===== src/rtl/sp_types_pkg.sv =====
// -----------------------------------------------------------------------------
// sp_types_pkg
// Shared types and default configuration for the partial-sum writeback path.
//   wb_state_t : writeback controller state (IDLE, ACTIVE, DONE)
//   psum_row_t : one buffered output row {row index, row data} at the default
//                configuration (N_DEF x DW_DEF)
// -----------------------------------------------------------------------------
package sp_types_pkg;

   localparam int unsigned N_DEF     = 4;
   localparam int unsigned DW_DEF    = 16;
   localparam int unsigned AW_DEF    = 32;
   localparam int unsigned DEPTH_DEF = 8;

   typedef enum logic [1:0] {
      IDLE   = 2'd0,
      ACTIVE = 2'd1,
      DONE   = 2'd2
   } wb_state_t;

   typedef struct packed {
      logic [$clog2(N_DEF)-1:0]  row;
      logic [N_DEF*DW_DEF-1:0]   data;
   } psum_row_t;

endpackage


===== src/rtl/psum_writeback_if.sv =====
// -----------------------------------------------------------------------------
// psum_writeback_if
// Valid/ready write channel from the writeback block to scratchpad/memory.
//   wr_valid : request valid (master -> slave)
//   wr_ready : request accepted this cycle (slave -> master)
//   wr_addr  : write byte address (master -> slave)
//   wr_data  : write row data (master -> slave)
// -----------------------------------------------------------------------------
interface psum_writeback_if #(
   parameter int unsigned AW = 32,
   parameter int unsigned N  = 4,
   parameter int unsigned DW = 16
);
   logic            wr_valid;
   logic            wr_ready;
   logic [AW-1:0]   wr_addr;
   logic [N*DW-1:0] wr_data;

   modport master (output wr_valid, output wr_addr, output wr_data, input  wr_ready);
   modport slave  (input  wr_valid, input  wr_addr, input  wr_data, output wr_ready);
endinterface


===== src/rtl/psum_wb_fifo.sv =====
// -----------------------------------------------------------------------------
// psum_wb_fifo
// Synchronous DEPTH-entry FIFO (DEPTH a power of two) with flush.
//   CLK, nrst : clock, asynchronous active-low reset
//   push/din  : write request; accepted when not full, or when full and a pop
//               happens in the same cycle
//   pop/dout  : read request (ignored when empty); dout shows the head entry
//   flush     : clear all entries (has priority over push/pop)
//   full/empty: occupancy flags, derived from registered occupancy only
// -----------------------------------------------------------------------------
module psum_wb_fifo #(
   parameter int unsigned W     = 8,
   parameter int unsigned DEPTH = 8
) (
   input  logic         CLK,
   input  logic         nrst,
   input  logic         push,
   input  logic         pop,
   input  logic         flush,
   input  logic [W-1:0] din,
   output logic [W-1:0] dout,
   output logic         full,
   output logic         empty
);

   localparam int unsigned PW = $clog2(DEPTH);

   logic [W-1:0]  mem [DEPTH];
   logic [PW-1:0] wr_ptr, rd_ptr;
   logic [PW:0]   cnt;
   logic          do_push, do_pop;

   assign full    = (cnt == (PW+1)'(DEPTH));
   assign empty   = (cnt == '0);
   assign do_pop  = pop && !empty;
   assign do_push = push && (!full || do_pop);
   assign dout    = mem[rd_ptr];

   // Pointers wrap naturally since DEPTH is a power of two.
   always_ff @(posedge CLK or negedge nrst) begin
      if (!nrst) begin
         wr_ptr <= '0;
         rd_ptr <= '0;
         cnt    <= '0;
      end else if (flush) begin
         wr_ptr <= '0;
         rd_ptr <= '0;
         cnt    <= '0;
      end else begin
         if (do_push) wr_ptr <= wr_ptr + PW'(1);
         if (do_pop)  rd_ptr <= rd_ptr + PW'(1);
         if (do_push && !do_pop)      cnt <= cnt + (PW+1)'(1);
         else if (do_pop && !do_push) cnt <= cnt - (PW+1)'(1);
      end
   end

   always_ff @(posedge CLK) begin
      if (do_push && !flush) mem[wr_ptr] <= din;
   end

endmodule


===== src/rtl/psum_writeback.sv =====
// -----------------------------------------------------------------------------
// psum_writeback
// Collects N output rows of one GEMM tile from the systolic array, buffers them
// and writes each row to base + row_index * (N*DW/8) over a valid/ready port.
//   CLK, nrst          : clock, asynchronous active-low reset
//   gemm_start         : starts one tile (honoured only in IDLE)
//   gemm_base_addr     : byte address of row 0, sampled with gemm_start
//   psumout_en/_row_sel_in/_data : array output row (no backpressure)
//   wb_has_space       : buffer not full
//   wr (master)        : write request channel
//   gemm_complete      : one-cycle pulse after the Nth write is accepted
//   overflow           : sticky, a row was dropped in this tile
//   busy               : controller not IDLE
// -----------------------------------------------------------------------------
module psum_writeback
   import sp_types_pkg::*;
#(
   parameter  int unsigned N     = N_DEF,
   parameter  int unsigned DW    = DW_DEF,
   parameter  int unsigned AW    = AW_DEF,
   parameter  int unsigned DEPTH = DEPTH_DEF,
   localparam int unsigned RW    = (N > 1) ? $clog2(N) : 1
) (
   input  logic            CLK,
   input  logic            nrst,
   input  logic            gemm_start,
   input  logic [AW-1:0]   gemm_base_addr,
   input  logic            psumout_en,
   input  logic [RW-1:0]   psumout_row_sel_in,
   input  logic [N*DW-1:0] psumout_data,
   output logic            wb_has_space,
   psum_writeback_if.master wr,
   output logic            gemm_complete,
   output logic            overflow,
   output logic            busy
);

   localparam int unsigned ROW_BYTES = (N * DW) / 8;
   localparam int unsigned CW        = $clog2(N + 1);
   localparam int unsigned FW        = RW + N * DW;

   wb_state_t       state_q, state_d;
   logic [AW-1:0]   base_q;
   logic [CW-1:0]   cnt_q;
   logic            ovf_q;

   logic            fifo_full, fifo_empty;
   logic            push, pop, flush, drop, start_ok;
   logic [FW-1:0]   fifo_din, fifo_dout;
   logic [RW-1:0]   head_row;
   logic [N*DW-1:0] head_data;

   assign start_ok  = (state_q == IDLE) && gemm_start;
   assign push      = (state_q == ACTIVE) && psumout_en;
   assign pop       = wr.wr_valid && wr.wr_ready;
   assign drop      = push && fifo_full && !pop;
   // Leftover rows beyond the Nth are cleared on the DONE -> IDLE edge.
   assign flush     = (state_q == DONE);
   assign fifo_din  = {psumout_row_sel_in, psumout_data};
   assign {head_row, head_data} = fifo_dout;

   psum_wb_fifo #(
      .W     (FW),
      .DEPTH (DEPTH)
   ) u_fifo (
      .CLK   (CLK),
      .nrst  (nrst),
      .push  (push),
      .pop   (pop),
      .flush (flush),
      .din   (fifo_din),
      .dout  (fifo_dout),
      .full  (fifo_full),
      .empty (fifo_empty)
   );

   assign wr.wr_valid = (state_q == ACTIVE) && !fifo_empty;
   assign wr.wr_data  = head_data;
   assign wr.wr_addr  = base_q + AW'(head_row) * AW'(ROW_BYTES);
   assign wb_has_space = !fifo_full;
   assign overflow     = ovf_q;

   always_ff @(posedge CLK or negedge nrst) begin
      if (!nrst) begin
         state_q <= IDLE;
         base_q  <= '0;
         cnt_q   <= '0;
         ovf_q   <= 1'b0;
      end else begin
         state_q <= state_d;
         if (start_ok) begin
            base_q <= gemm_base_addr;
            cnt_q  <= '0;
            ovf_q  <= 1'b0;
         end else begin
            if (pop)  cnt_q <= cnt_q + CW'(1);
            if (drop) ovf_q <= 1'b1;
         end
      end
   end

   always_comb begin
      state_d       = state_q;
      gemm_complete = 1'b0;
      busy          = 1'b1;
      unique case (state_q)
         IDLE: begin
            busy = 1'b0;
            if (gemm_start) state_d = ACTIVE;
         end
         ACTIVE: begin
            if (pop && (cnt_q == CW'(N - 1))) state_d = DONE;
         end
         DONE: begin
            gemm_complete = 1'b1;
            state_d       = IDLE;
         end
         default: state_d = IDLE;
      endcase
   end

endmodule


===== src/flat_wrapper.sv =====
// flat-port wrapper written by rule: the top's interface ports become plain ports
module psum_writeback_flat import sp_types_pkg::*;
#(
   parameter  int unsigned N     = N_DEF,
   parameter  int unsigned DW    = DW_DEF,
   parameter  int unsigned AW    = AW_DEF,
   parameter  int unsigned DEPTH = DEPTH_DEF,
   localparam int unsigned RW    = (N > 1) ? $clog2(N) : 1
)
  (CLK, nrst, gemm_start, gemm_base_addr, psumout_en, psumout_row_sel_in, psumout_data, wb_has_space, gemm_complete, overflow, busy, wr_wr_valid, wr_wr_addr, wr_wr_data, wr_wr_ready);
  psum_writeback_if #(.AW(AW), .N(N), .DW(DW)) wr_i ();
  input  logic CLK;
  input  logic nrst;
  input  logic gemm_start;
  input  logic [AW-1:0] gemm_base_addr;
  input  logic psumout_en;
  input  logic [RW-1:0] psumout_row_sel_in;
  input  logic [N*DW-1:0] psumout_data;
  output logic wb_has_space;
  output logic gemm_complete;
  output logic overflow;
  output logic busy;
  output wire logic [$bits(wr_i.wr_valid)-1:0] wr_wr_valid;
  output wire logic [$bits(wr_i.wr_addr)-1:0] wr_wr_addr;
  output wire logic [$bits(wr_i.wr_data)-1:0] wr_wr_data;
  input wire logic [$bits(wr_i.wr_ready)-1:0] wr_wr_ready;
  assign wr_wr_valid = wr_i.wr_valid;
  assign wr_wr_addr = wr_i.wr_addr;
  assign wr_wr_data = wr_i.wr_data;
  assign wr_i.wr_ready = wr_wr_ready;
  psum_writeback #(.N(N), .DW(DW), .AW(AW), .DEPTH(DEPTH)) u_core (.CLK(CLK), .nrst(nrst), .gemm_start(gemm_start), .gemm_base_addr(gemm_base_addr), .psumout_en(psumout_en), .psumout_row_sel_in(psumout_row_sel_in), .psumout_data(psumout_data), .wb_has_space(wb_has_space), .wr(wr_i), .gemm_complete(gemm_complete), .overflow(overflow), .busy(busy));
endmodule

===== config.mk =====
export PLATFORM = sky130hd
export DESIGN_NAME = psum_writeback_flat
export DESIGN_NICKNAME = d
export VERILOG_FILES = /design/src/rtl/sp_types_pkg.sv /design/src/rtl/psum_writeback_if.sv /design/src/rtl/psum_wb_fifo.sv /design/src/rtl/psum_writeback.sv /design/src/flat_wrapper.sv
export SDC_FILE = /design/constraint.sdc
export NUM_CORES = 1
export LEC_CHECK = 0
export BUFFER_PORTS_ARGS = -buffer_cell sky130_fd_sc_hd__buf_4
export CAP_MARGIN = 20
export CORE_ASPECT_RATIO = 0.75
export CORE_UTILIZATION = 53
export CTS_CLUSTER_DIAMETER = 60
export DETAILED_ROUTE_END_ITERATION = 8
export PLACE_DENSITY = 0.78
export SLEW_MARGIN = 25
export SYNTH_ARGS = -nofsm -noshare
export SYNTH_HDL_FRONTEND = slang
export SYNTH_HIERARCHICAL = 1
export SYNTH_SLANG_ARGS = --single-unit

===== constraint.sdc =====
create_clock -name CLK -period 9.7 [get_ports CLK]
set_clock_uncertainty 0.2 [all_clocks]
set_input_delay 2.425 -clock CLK [delete_from_list [all_inputs] [get_ports CLK]]
set_output_delay 2.425 -clock CLK [all_outputs]
set_load 0.05 [all_outputs]

==> results of run 1 <==
-- placed cells by master, fill, tap and decap left out, types with 10 or more instances in the layout --
cell type and n:
sky130_fd_sc_hd__mux2_2 66, sky130_fd_sc_hd__edfxtp_1 528, sky130_fd_sc_hd__dfrtp_1 45, sky130_fd_sc_hd__nand3_1 14, sky130_fd_sc_hd__xnor2_1 27, sky130_fd_sc_hd__inv_1 15
sky130_fd_sc_hd__nand4_1 10, sky130_fd_sc_hd__clkbuf_16 53, sky130_fd_sc_hd__nor2_1 20, sky130_fd_sc_hd__nand2_1 111, sky130_fd_sc_hd__clkinv_1 15, sky130_fd_sc_hd__buf_4 216
sky130_fd_sc_hd__mux4_2 132
-- worst max path at each step --
stage | startpoint | endpoint | slack, ns
after global routing | u_core/u_fifo/rd_ptr[1] | wr_wr_addr[31] | 2.65
after CTS | u_core/u_fifo/rd_ptr[1] | wr_wr_addr[25] | 2.95
after detailed placement | u_core/u_fifo/rd_ptr[1] | wr_wr_addr[25] | 3.56
after floorplan | u_core/u_fifo/cnt[0] | u_core/u_fifo/mem[2][0] | 1.21
after global placement | u_core/u_fifo/rd_ptr[1] | wr_wr_addr[31] | 3.58
final | u_core/u_fifo/rd_ptr[1] | wr_wr_addr[25] | 3.02
-- cells in the mapped netlist, drive strengths merged (2+ instances only) --
library cell | n | area, sq um
a211oi | 3 | 27.5
a21oi | 3 | 15.0
and3 | 6 | 37.5
and4 | 2 | 17.5
buf | 30 | 205
clkbuf | 25 | 93.8
dfrtp | 48 | 1200
edfxtp | 528 | 15900
fa | 2 | 40.0
ha | 8 | 100
inv | 15 | 56.3
mux2 | 66 | 743
mux2i | 2 | 20.0
mux4 | 132 | 2970
nand2 | 111 | 417
nand2b | 2 | 12.5
nand3 | 14 | 70.1
nand3b | 3 | 22.5
nand4 | 11 | 83.8
nand4b | 2 | 17.5
nor2 | 23 | 86.3
nor3 | 7 | 40.0
nor4 | 2 | 27.5
o211ai | 3 | 22.5
o21ai | 7 | 46.3
xnor2 | 27 | 236
xor2 | 7 | 61.3
-- routing by layer --
metal / track usage (%) / share of wire [%] / routed length, microns
met1: 30.1 / 43 / 19100
met3: 3.82 / 6.1 / 2660
met4: 5.04 / 1.8 / 797
met2: 32.8 / 49 / 21400
met5: 0 / 0 / 0
-- area by class of cell --
type                    count  area [sq um]
flip-flops and latches    576         17100
fillers                  2870         15700
multi-input cells         456          5290
repair buffers            219          1660
clock buffers              62          1360
well taps                 569           712
clock inverters            34           209
inverters                  15          56.3
diodes                      1          2.50
-- kinds of logic after synthesis --
logic type	Yosys count	share of synthesized area, %
compound gates	22	0.708
mux	200	16.5
buf+inv	70	1.57
fa+ha+maj	10	0.619
xor+xnor	34	1.32
simple gates	190	3.91
flops	576	75.4
-- state kept, by name, indices dropped and copies added, names as in the netlist --
register	cells
u_core/u_fifo/mem	528
u_core/base_q	32
u_core/u_fifo/cnt	4
u_core/cnt_q	3
u_core/u_fifo/rd_ptr	3
u_core/u_fifo/wr_ptr	3
u_core/state_q	2
u_core/overflow	1
-- stage by stage --
stage               hold WS [ns]  area, sq um  power (mW)  std cells  setup WS, ns
detailed placement         0.288        24800        6.97       1835          3.56
floorplan                  0.247        22600        6.03       1102          1.21
finish                     0.290        26400        8.78       1932          3.02
CTS                        0.303        26400        8.87       1931          2.95
global placement           0.264        24800        6.92       1835          3.58
global route               0.319        26400        9.15       1931          2.65
-- power by group --
part           total (mW)  switching (mW)  internal (mW)  leakage, nW
registers            3.39           0.290           3.10         5.37
logic                3.50            2.15           1.35         2.93
clock network        1.89           0.859           1.03        0.759
total                8.78            3.30           5.47         9.06
-- worst max-delay path, delay by kind of cell, from the launching register on --
kind,cells,cell delay (ns)
and+or+nand+nor,3,0.86
muxes,2,0.52
adders and majority gates,2,0.59
buffers and inverters,2,0.28
xor gates and xnor gates,1,0.18
DFF,1,1.07
==> flow_summary.json, run 1 <==
{
  "cts_num_sinks": 576,
  "grt_use_total_pct": 20.7,
  "synth_fp_nets": 1215,
  "r2r_setup_slack_ns": 5.03,
  "cp-start-kind": "register",
  "critPathKind": "reg2out",
  "holdCritPathClass": "reg2reg",
  "hold_buffer_count_at_cts": 0,
  "grt_overflow_total": 0,
  "final_hold_fails": 0,
  "crit_path_max_cell_delay_ns": 1.07,
  "clock-root-buffer": "sky130_fd_sc_hd__clkbuf_16",
  "cts_setup_buffers": 0,
  "clock_tree.buffer_depth": 3,
  "gpl.final_weighted_congestion": 0.850,
  "grt_pass1_wl_mm": 67.5,
  "maxSlewViolCount": 0,
  "tritoncts": "built",
  "power.density_nw_per_um2": 333,
  "via_count_of_the_first_global_routing_pass": 11500,
  "synth_enable_flop_cells": 528,
  "dieWidth_microns": 241,
  "async_reset_ff_share_pct": 8.33,
  "drive_gt1_share_pct": 37.2,
  "worst_skew_pair.late_latency_ns": 0.56,
  "synth_cell_type_count": 49,
  "wl_per_cell_microns": 22.8,
  "number_of_setup_violations_in_the_final_report": 0,
  "ant_nets": 0,
  "number_of_search_and_repair_iterations_in_the_first_detailed_routing_pass": 5,
  "outcome": "complete, no violations",
  "total_number_of_placement_rows": 65,
  "finalCritPeriodShare_pct": 68.9,
  "cts.clk_slew.worst_paths_ns": 0.06,
  "syn_area_sq_um": 22600,
  "clock.fmax_mhz": 150,
  "critical_path.reg2reg.endpoint": "u_core/u_fifo/mem[2][50]",
  "power.ir.vdd_worst_uv": 255,
  "cpMaxStageDelayCell": "sky130_fd_sc_hd__dfrtp_4",
  "htreeDepth": 2,
  "netlist_instances": 1102,
  "final.min_clock_period_ns": 6.68,
  "final_net_count": 1434,
  "dieArea_sq_um": 43500,
  "ys_dominant_reg_cell": "sky130_fd_sc_hd__edfxtp_1",
  "dp_hpwl_mm": 24.6,
  "crit_path_cell_trace": "mux4_2, mux2_2, ha_1, inv_1, fa_1, nand4b_1, nor4_4, nand3b_1, xnor2_1, buf_4",
  "slew_headroom_pct": 30.5,
  "critical_path.max_fanout": 69,
  "cts_inserted_buffers": 53,
  "yosysSeqAreaShare_pct": 75.4,
  "detail_route.iter0.violations": 765,
  "die_height_microns": 181,
  "reg2regPathDepth": 9,
  "worstHoldStart": "u_core/base_q[2]",
  "max_cap_violations": 0,
  "p_leak_nw": 9.06,
  "syn_to_final_growth_pct": 16.5,
  "grt_max_degree": 93,
  "initial_core_util_pct": 53.8,
  "buffer_ports.inserted": 203,
  "postLayoutCoreUtil_pct": 62.7,
  "postRouteWirelength_mm": 44.0,
  "number_of_warnings_reported_in_the_yosys_synthesis_log": 6,
  "routed_via_density": 5.74,
  "floorplan.core_area_sq_um": 42000,
  "synth.avg_cell_area_sq_um": 20.5,
  "io-pin-count": 204,
  "crit_required_ns": 7.08,
  "worst_pin_slew_ns": 1.04,
  "timing.setup.tns_ns": 0,
  "hold-path-cell-count": 2,
  "r2r_startpoint": "u_core/u_fifo/cnt[0]",
  "cts_resized": 0,
  "drc": 0,
  "cp.arrival_ns": 4.06,
  "antenna_found_initial": 1,
  "timing.hold.worst_endpoint": "u_core/base_q[2]",
  "setup.worst_path.end_class": "primary output",
  "route.vias.total": 11100,
  "synth-seq-cells": 576,
  "grt_setup_unrepaired": "no"
}
Power figures use the tool's default switching activity.
==> inputs of run 2 (changes only) <==
ABC_AREA = 1   (was not set)
CORE_UTILIZATION = 59   (was 53)
PLACE_DENSITY = 0.82   (was 0.78)
clock period = 6.2 ns   (was 9.7 ns; I/O delays follow)
==> flow_summary.json, run 2 <==
{
  "die_height_microns": 175,
  "cts_num_sinks": 576,
  "postRouteWirelength_mm": 53.3,
  "via_count_of_the_first_global_routing_pass": 15400,
  "critical-path-top-cell-by-count": "sky130_fd_sc_hd__nand2_1",
  "tritoncts": "built",
  "yosysSeqAreaShare_pct": 72.4,
  "cp.arrival_ns": 3.83,
  "cts_inserted_buffers": 52,
  "number_of_setup_violations_in_the_final_report": 0,
  "worst_skew_pair.late_latency_ns": 0.58,
  "number_of_search_and_repair_iterations_in_the_first_detailed_routing_pass": 5,
  "intPower_mw": 8.40,
  "number_of_placed_instances_taps_included": 2668,
  "grt_use_total_pct": 26.4,
  "area_fraction_of_the_dominant_cell_type_after_synthesis_pct": 67.3,
  "dieWidth_microns": 233,
  "top_register": "u_core/u_fifo/mem",
  "htreeDepth": 2,
  "initial_core_util_pct": 59.8,
  "pre_cts_setup_slack_ns": 1.26,
  "postLayoutCoreUtil_pct": 68.9,
  "number_of_warnings_reported_in_the_yosys_synthesis_log": 6,
  "gpl.final_weighted_congestion": 0.926,
  "power.share.combinational_pct": 44.3,
  "holdCritPathClass": "reg2reg",
  "finalCritPeriodShare_pct": 90.1,
  "largestRegisters": "u_core/u_fifo/mem: 528 flops, u_core/base_q: 32 flops, u_core/u_fifo/cnt: 4 flops",
  "cp_top_family": "simple AND/OR/NAND/NOR gates",
  "netlist_instances": 2030,
  "setup_slack_ns": 0.616,
  "crit_required_ns": 4.45,
  "crit_path_max_cell_delay_ns": 0.72,
  "cts.clk_slew.worst_paths_ns": 0.07,
  "outcome": "complete, no violations",
  "synth_cell_type_count": 27,
  "maxSlewViolCount": 0,
  "grt_pass1_wl_mm": 82.9,
  "timing.setup.tns_ns": 0,
  "detailed_place.area_sq_um": 25500,
  "syn_area_sq_um": 23600,
  "synth_enable_flop_cells": 528,
  "final_net_count": 2315,
  "ant_nets": 0,
  "async_reset_ff_share_pct": 8.33,
  "floorplan.core_area_sq_um": 39400,
  "setup.worst_path.end_class": "primary output",
  "max_cap_violations": 0,
  "syn_to_final_growth_pct": 15.3,
  "worst_pin_slew_ns": 0.979,
  "yosysMostFrequentCell": "sky130_fd_sc_hd__edfxtp_1",
  "clock-root-buffer": "sky130_fd_sc_hd__clkbuf_16",
  "largest_reg_flops": 528,
  "hold_buffer_count_at_cts": 0,
  "critPathKind": "reg2out",
  "finalInstanceArea_sq_um": 27200,
  "cpMaxStageDelayCell": "sky130_fd_sc_hd__dfrtp_4",
  "route.vias.total": 15800,
  "cts_resized": 0,
  "clkPwrFrac_pct": 20.6,
  "clock_tree.buffer_depth": 3,
  "yosys-top-cells-area": "sky130_fd_sc_hd__edfxtp_1, sky130_fd_sc_hd__nor2_1, sky130_fd_sc_hd__o21ai_0, sky130_fd_sc_hd__nand2_1, sky130_fd_sc_hd__dfrtp_1",
  "post-synth-top-area-cell": "sky130_fd_sc_hd__edfxtp_1",
  "total_power_mw": 15.0,
  "final_hold_fails": 0,
  "most-common-layout-cells": "sky130_fd_sc_hd__edfxtp_1, sky130_fd_sc_hd__nor2_1, sky130_fd_sc_hd__nand2_1",
  "crit_path_cell_trace": "inv_6, o21ai_0, o21ai_1, nand2_1, nand2_1, ha_1, inv_1, fa_1, nor2_2, nand2_2, nor2_1, nand2_1, nand2_1, nand2_1, buf_4",
  "final_layout_worst_hold_slack_ns": 0.283,
  "drc": 0,
  "synth.avg_cell_area_sq_um": 11.6,
  "buffer_ports.inserted": 203,
  "grt_setup_unrepaired": "no",
  "final.min_clock_period_ns": 5.58,
  "power.density_nw_per_um2": 551,
  "p_leak_nw": 9.94,
  "synth_fp_nets": 2143,
  "r2r_setup_slack_ns": 2.50,
  "final_common_cell": "sky130_fd_sc_hd__edfxtp_1",
  "power.ir.vdd_worst_uv": 387,
  "grt_max_degree": 217,
  "wl_per_cell_microns": 19.3,
  "io-pin-count": 204,
  "routed_via_density": 5.72,
  "dp_hpwl_mm": 30.2,
  "cts_setup_buffers": 0,
  "drive_gt1_share_pct": 15.0,
  "total_number_of_placement_rows": 63,
  "ys_dominant_reg_cell": "sky130_fd_sc_hd__edfxtp_1",
  "critical_path.max_fanout": 56,
  "antenna_found_initial": 3,
  "grt_overflow_total": 0,
  "slew_headroom_pct": 34.7,
  "power.share.sequential_pct": 35.1,
  "cp-start-kind": "register",
  "power_spent_charging_and_discharging_nets_mw": 6.56,
  "yosys-top-cells-count": "sky130_fd_sc_hd__edfxtp_1, sky130_fd_sc_hd__nor2_1, sky130_fd_sc_hd__nand2_1",
  "clock.fmax_mhz": 179,
  "dieArea_sq_um": 40800,
  "stdcell_count": 2765,
  "synth-seq-cells": 576,
  "critPathBufInv": 3,
  "detail_route.iter0.violations": 1603,
  "switching_share_pct": 43.9
}
## run 2: changes by cell type after synthesis, moves of 17 or more
cell / delta
sky130_fd_sc_hd__a21oi_1: +17
sky130_fd_sc_hd__clkbuf_1: +26
sky130_fd_sc_hd__inv_1: +34
sky130_fd_sc_hd__mux2_2: -47
sky130_fd_sc_hd__mux4_2: -132
sky130_fd_sc_hd__nand2_1: +212
sky130_fd_sc_hd__nor2_1: +445
sky130_fd_sc_hd__o21ai_0: +282
sky130_fd_sc_hd__o21ai_1: +117
sky130_fd_sc_hd__xnor2_1: -19
## run 2: power groups by stage
stage,registers [mW],clock network [mW],logic [mW]
finish,5.26,3.08,6.62
global route,5.31,3.29,7.18
global placement,5.29,0,6.43
CTS,5.25,3.13,6.63
detailed placement,5.32,0,6.59
floorplan,5.16,0,4.86
## run 2: routing by layer
| layer | GRT usage, % | wire [microns] | vias up |
|---|---|---|---|
| li1 | - | - | 7374 |
| met1 | 37.7 | 22600 | 7624 |
| met2 | 42.0 | 25200 | 712 |
| met3 | 4.21 | 4120 | 98 |
| met4 | 8.09 | 1320 | 4 |
| met5 | 0 | 27 | - |
## run 2: worst reg2reg max path, cell delays in order (launching register included)
cell,delay (ns)
sky130_fd_sc_hd__dfrtp_1,0.41
sky130_fd_sc_hd__nor2_2,0.08
sky130_fd_sc_hd__nand2_1,0.11
sky130_fd_sc_hd__inv_1,0.07
sky130_fd_sc_hd__nand3b_1,0.26
sky130_fd_sc_hd__inv_1,0.21
sky130_fd_sc_hd__inv_1,0.07
sky130_fd_sc_hd__nand3_1,0.11
sky130_fd_sc_hd__nand2_1,0.09
sky130_fd_sc_hd__nor2_1,0.21
sky130_fd_sc_hd__nand2_1,0.30
sky130_fd_sc_hd__nor2_4,0.77
sky130_fd_sc_hd__buf_12,0.41
## run 2: area by class of cell
cell class	instances	area, sq um
Sequential cell	576	17100
Fill cell	2679	12200
Multi-Input combinational cell	1294	5840
Timing Repair Buffer	227	1780
Clock buffer	65	1390
Tap cell	520	651
Clock inverter	31	238
Inverter	51	196
Antenna cell	1	2.50
## run 2: cell families after synthesis
logic type | Yosys count | share of synthesized area, %
and+or+nand+nor | 826 | 13.5
DFF | 576 | 72.4
AOI/OAI and AO/OA | 426 | 9.05
buffers and inverters | 160 | 3.11
muxes | 19 | 0.908
xor gates and xnor gates | 13 | 0.483
adders and majority gates | 10 | 0.595
## run 2: worst paths after layout
path                                            endpoint  cells past startpoint               startpoint
min in group asynchronous              u_core/base_q[23]                      1                     nrst
worst max-delay path                      wr_wr_addr[29]                     15  u_core/u_fifo/rd_ptr[0]
max in group asynchronous        u_core/u_fifo/rd_ptr[1]                      1                     nrst
worst max register to register  u_core/u_fifo/mem[0][12]                     12     u_core/u_fifo/cnt[1]
worst min-delay path                     u_core/cnt_q[0]                      1          u_core/cnt_q[0]
worst min register to register           u_core/cnt_q[0]                      1          u_core/cnt_q[0]
==> inputs of run 3 (changes only) <==
CORE_UTILIZATION = 60   (was 59)
PLACE_DENSITY = 0.83   (was 0.82)
clock period = 7.05 ns   (was 6.2 ns; I/O delays follow)
==> flow_summary.json, run 3 (same netlist as run 2, synthesis figures left out) <==
{
  "outcome": "complete, no violations",
  "maxSlewViolCount": 0,
  "intPower_mw": 7.39,
  "number_of_setup_violations_in_the_final_report": 0,
  "power.density_nw_per_um2": 483,
  "largest_reg_flops": 528,
  "worstHoldStart": "u_core/cnt_q[0]",
  "initial_core_util_pct": 61.3,
  "clock.fmax_mhz": 166,
  "timing.setup.tns_ns": 0,
  "final.min_clock_period_ns": 6.04,
  "num-fill-cells": 2623,
  "io-pin-count": 204,
  "via_count_of_the_first_global_routing_pass": 15300,
  "power_spent_charging_and_discharging_nets_mw": 5.73,
  "reg2regPathDepth": 12,
  "cts_resized": 0,
  "largestRegisters": "u_core/u_fifo/mem: 528 flops, u_core/base_q: 32 flops, u_core/u_fifo/cnt: 4 flops",
  "tritoncts": "built",
  "grt_use_total_pct": 26.3,
  "setup.worst_path.end_class": "primary output",
  "switching_share_pct": 43.7,
  "syn_to_final_growth_pct": 15.2,
  "number_of_search_and_repair_iterations_in_the_first_detailed_routing_pass": 6,
  "buffer_ports.inserted": 203,
  "detail_route.iter0.violations": 1603,
  "grt_setup_unrepaired": "no",
  "routed_via_density": 5.68,
  "clock-root-buffer": "sky130_fd_sc_hd__clkbuf_16",
  "final_hold_fails": 0,
  "cp.arrival_ns": 4.08,
  "dieArea_sq_um": 40100,
  "p_leak_nw": 9.92,
  "worst_skew_pair.late_latency_ns": 0.57,
  "power.share.sequential_pct": 35.5,
  "critical_path.reg2reg.endpoint": "u_core/u_fifo/mem[4][65]",
  "ant_nets": 0,
  "r2r_startpoint": "u_core/u_fifo/cnt[3]",
  "gpl.final_weighted_congestion": 0.957,
  "total_number_of_placement_rows": 62,
  "die_height_microns": 174,
  "top_register": "u_core/u_fifo/mem",
  "r2r_setup_slack_ns": 3.26,
  "finalCritPeriodShare_pct": 85.7,
  "power.share.combinational_pct": 43.9,
  "postLayoutCoreUtil_pct": 70.6,
  "wl_per_cell_microns": 18.9,
  "dp_hpwl_mm": 28.4,
  "finalInstanceArea_sq_um": 27200,
  "dieWidth_microns": 231,
  "drive_gt1_share_pct": 14.7,
  "power.ir.vdd_worst_uv": 467,
  "route.vias.total": 15600,
  "clkPwrFrac_pct": 20.6,
  "final_common_cell": "sky130_fd_sc_hd__edfxtp_1",
  "cts.clk_slew.worst_paths_ns": 0.06,
  "drc": 0,
  "critical_path.max_fanout": 82,
  "htreeDepth": 2,
  "most-common-layout-cells": "sky130_fd_sc_hd__edfxtp_1, sky130_fd_sc_hd__nor2_1, sky130_fd_sc_hd__nand2_1",
  "floorplan.core_area_sq_um": 38500,
  "detailed_place.area_sq_um": 25500,
  "cts_num_sinks": 576,
  "worst_pin_slew_ns": 1.03,
  "cts_setup_buffers": 0,
  "antenna_found_initial": 2,
  "slew_headroom_pct": 30.8,
  "cts_inserted_buffers": 52,
  "max_cap_violations": 0,
  "grt_overflow_total": 0,
  "grt_max_degree": 115,
  "postRouteWirelength_mm": 52.2,
  "clock_tree.buffer_depth": 3,
  "cp-start-kind": "register",
  "hold-path-cell-count": 1,
  "final_net_count": 2311,
  "timing.hold.worst_endpoint": "u_core/cnt_q[0]",
  "holdCritPathClass": "reg2reg",
  "grt_pass1_wl_mm": 82.0,
  "critPathKind": "reg2out",
  "crit_required_ns": 5.09,
  "hold_buffer_count_at_cts": 0
}
[run 3: final cells by class]
cell class | count | area [sq um] | share of cell area (%)
clock buffer | 66 | 1410 | 5.18
antenna | 2 | 5.00 | 0.0184
clock inverter | 31 | 229 | 0.843
multi-input combinational | 1294 | 5840 | 21.5
timing repair buffer | 223 | 1780 | 6.55
tap | 512 | 641 | 2.36
inverter | 51 | 196 | 0.723
sequential | 576 | 17100 | 62.8
[run 3: power by group through the flow]
stage          combinational (mW)  sequential [mW]  clock (mW)
2_1_floorplan                4.27             4.54           0
3_3_place_gp                 5.58             4.71           0
3_5_place_dp                 5.72             4.73           0
4_1_cts                      5.76             4.66        2.75
5_1_grt                      6.24             4.72        2.88
6_report                     5.76             4.67        2.70
[run 3: worst max-delay path by stage]
stage	cells after the start	to	slack [ns]	startpoint
floorplan	8	u_core/u_fifo/mem[0][0]	1.03	wr_wr_ready
global placement	13	wr_wr_addr[15]	1.75	u_core/u_fifo/rd_ptr[0]
detailed placement	13	wr_wr_addr[15]	1.64	u_core/u_fifo/rd_ptr[0]
CTS	13	wr_wr_addr[15]	1.01	u_core/u_fifo/rd_ptr[0]
global route	13	wr_wr_addr[15]	0.77	u_core/u_fifo/rd_ptr[0]
finish	13	wr_wr_addr[15]	1.01	u_core/u_fifo/rd_ptr[0]
[run 3: stage by stage]
stage / setup WS [ns] / hold WS, ns / total power [mW] / instances
floorplan: 1.03 / 0.246 / 8.81 / 2030
finish: 1.01 / 0.280 / 13.1 / 2755
global route: 0.765 / 0.308 / 13.8 / 2755
CTS: 1.01 / 0.285 / 13.2 / 2752
detailed placement: 1.64 / 0.275 / 10.5 / 2655
global placement: 1.75 / 0.259 / 10.3 / 2654
[run 3: critical path, cell delays in order, from the launching register on]
cell and delay [ns]:
sky130_fd_sc_hd__dfrtp_4 0.81, sky130_fd_sc_hd__inv_6 0.49, sky130_fd_sc_hd__o21ai_0 0.16, sky130_fd_sc_hd__o21ai_1 0.09
sky130_fd_sc_hd__nand2_1 0.06, sky130_fd_sc_hd__nand2_1 0.14, sky130_fd_sc_hd__ha_1 0.18, sky130_fd_sc_hd__inv_1 0.06
sky130_fd_sc_hd__fa_1 0.43, sky130_fd_sc_hd__nor2_2 0.26, sky130_fd_sc_hd__nand2_2 0.19, sky130_fd_sc_hd__nor2_4 0.18
sky130_fd_sc_hd__xor2_1 0.17, sky130_fd_sc_hd__buf_4 0.22
[run 3: metal layers]
layer	GRT usage, %	part of all wire [%]	vias up
li1	-	-	7362
met1	36.9	43	7540
met2	42.3	48	632
met3	4.44	7.3	101
met4	8.75	2.4	0
met5	0	0	-
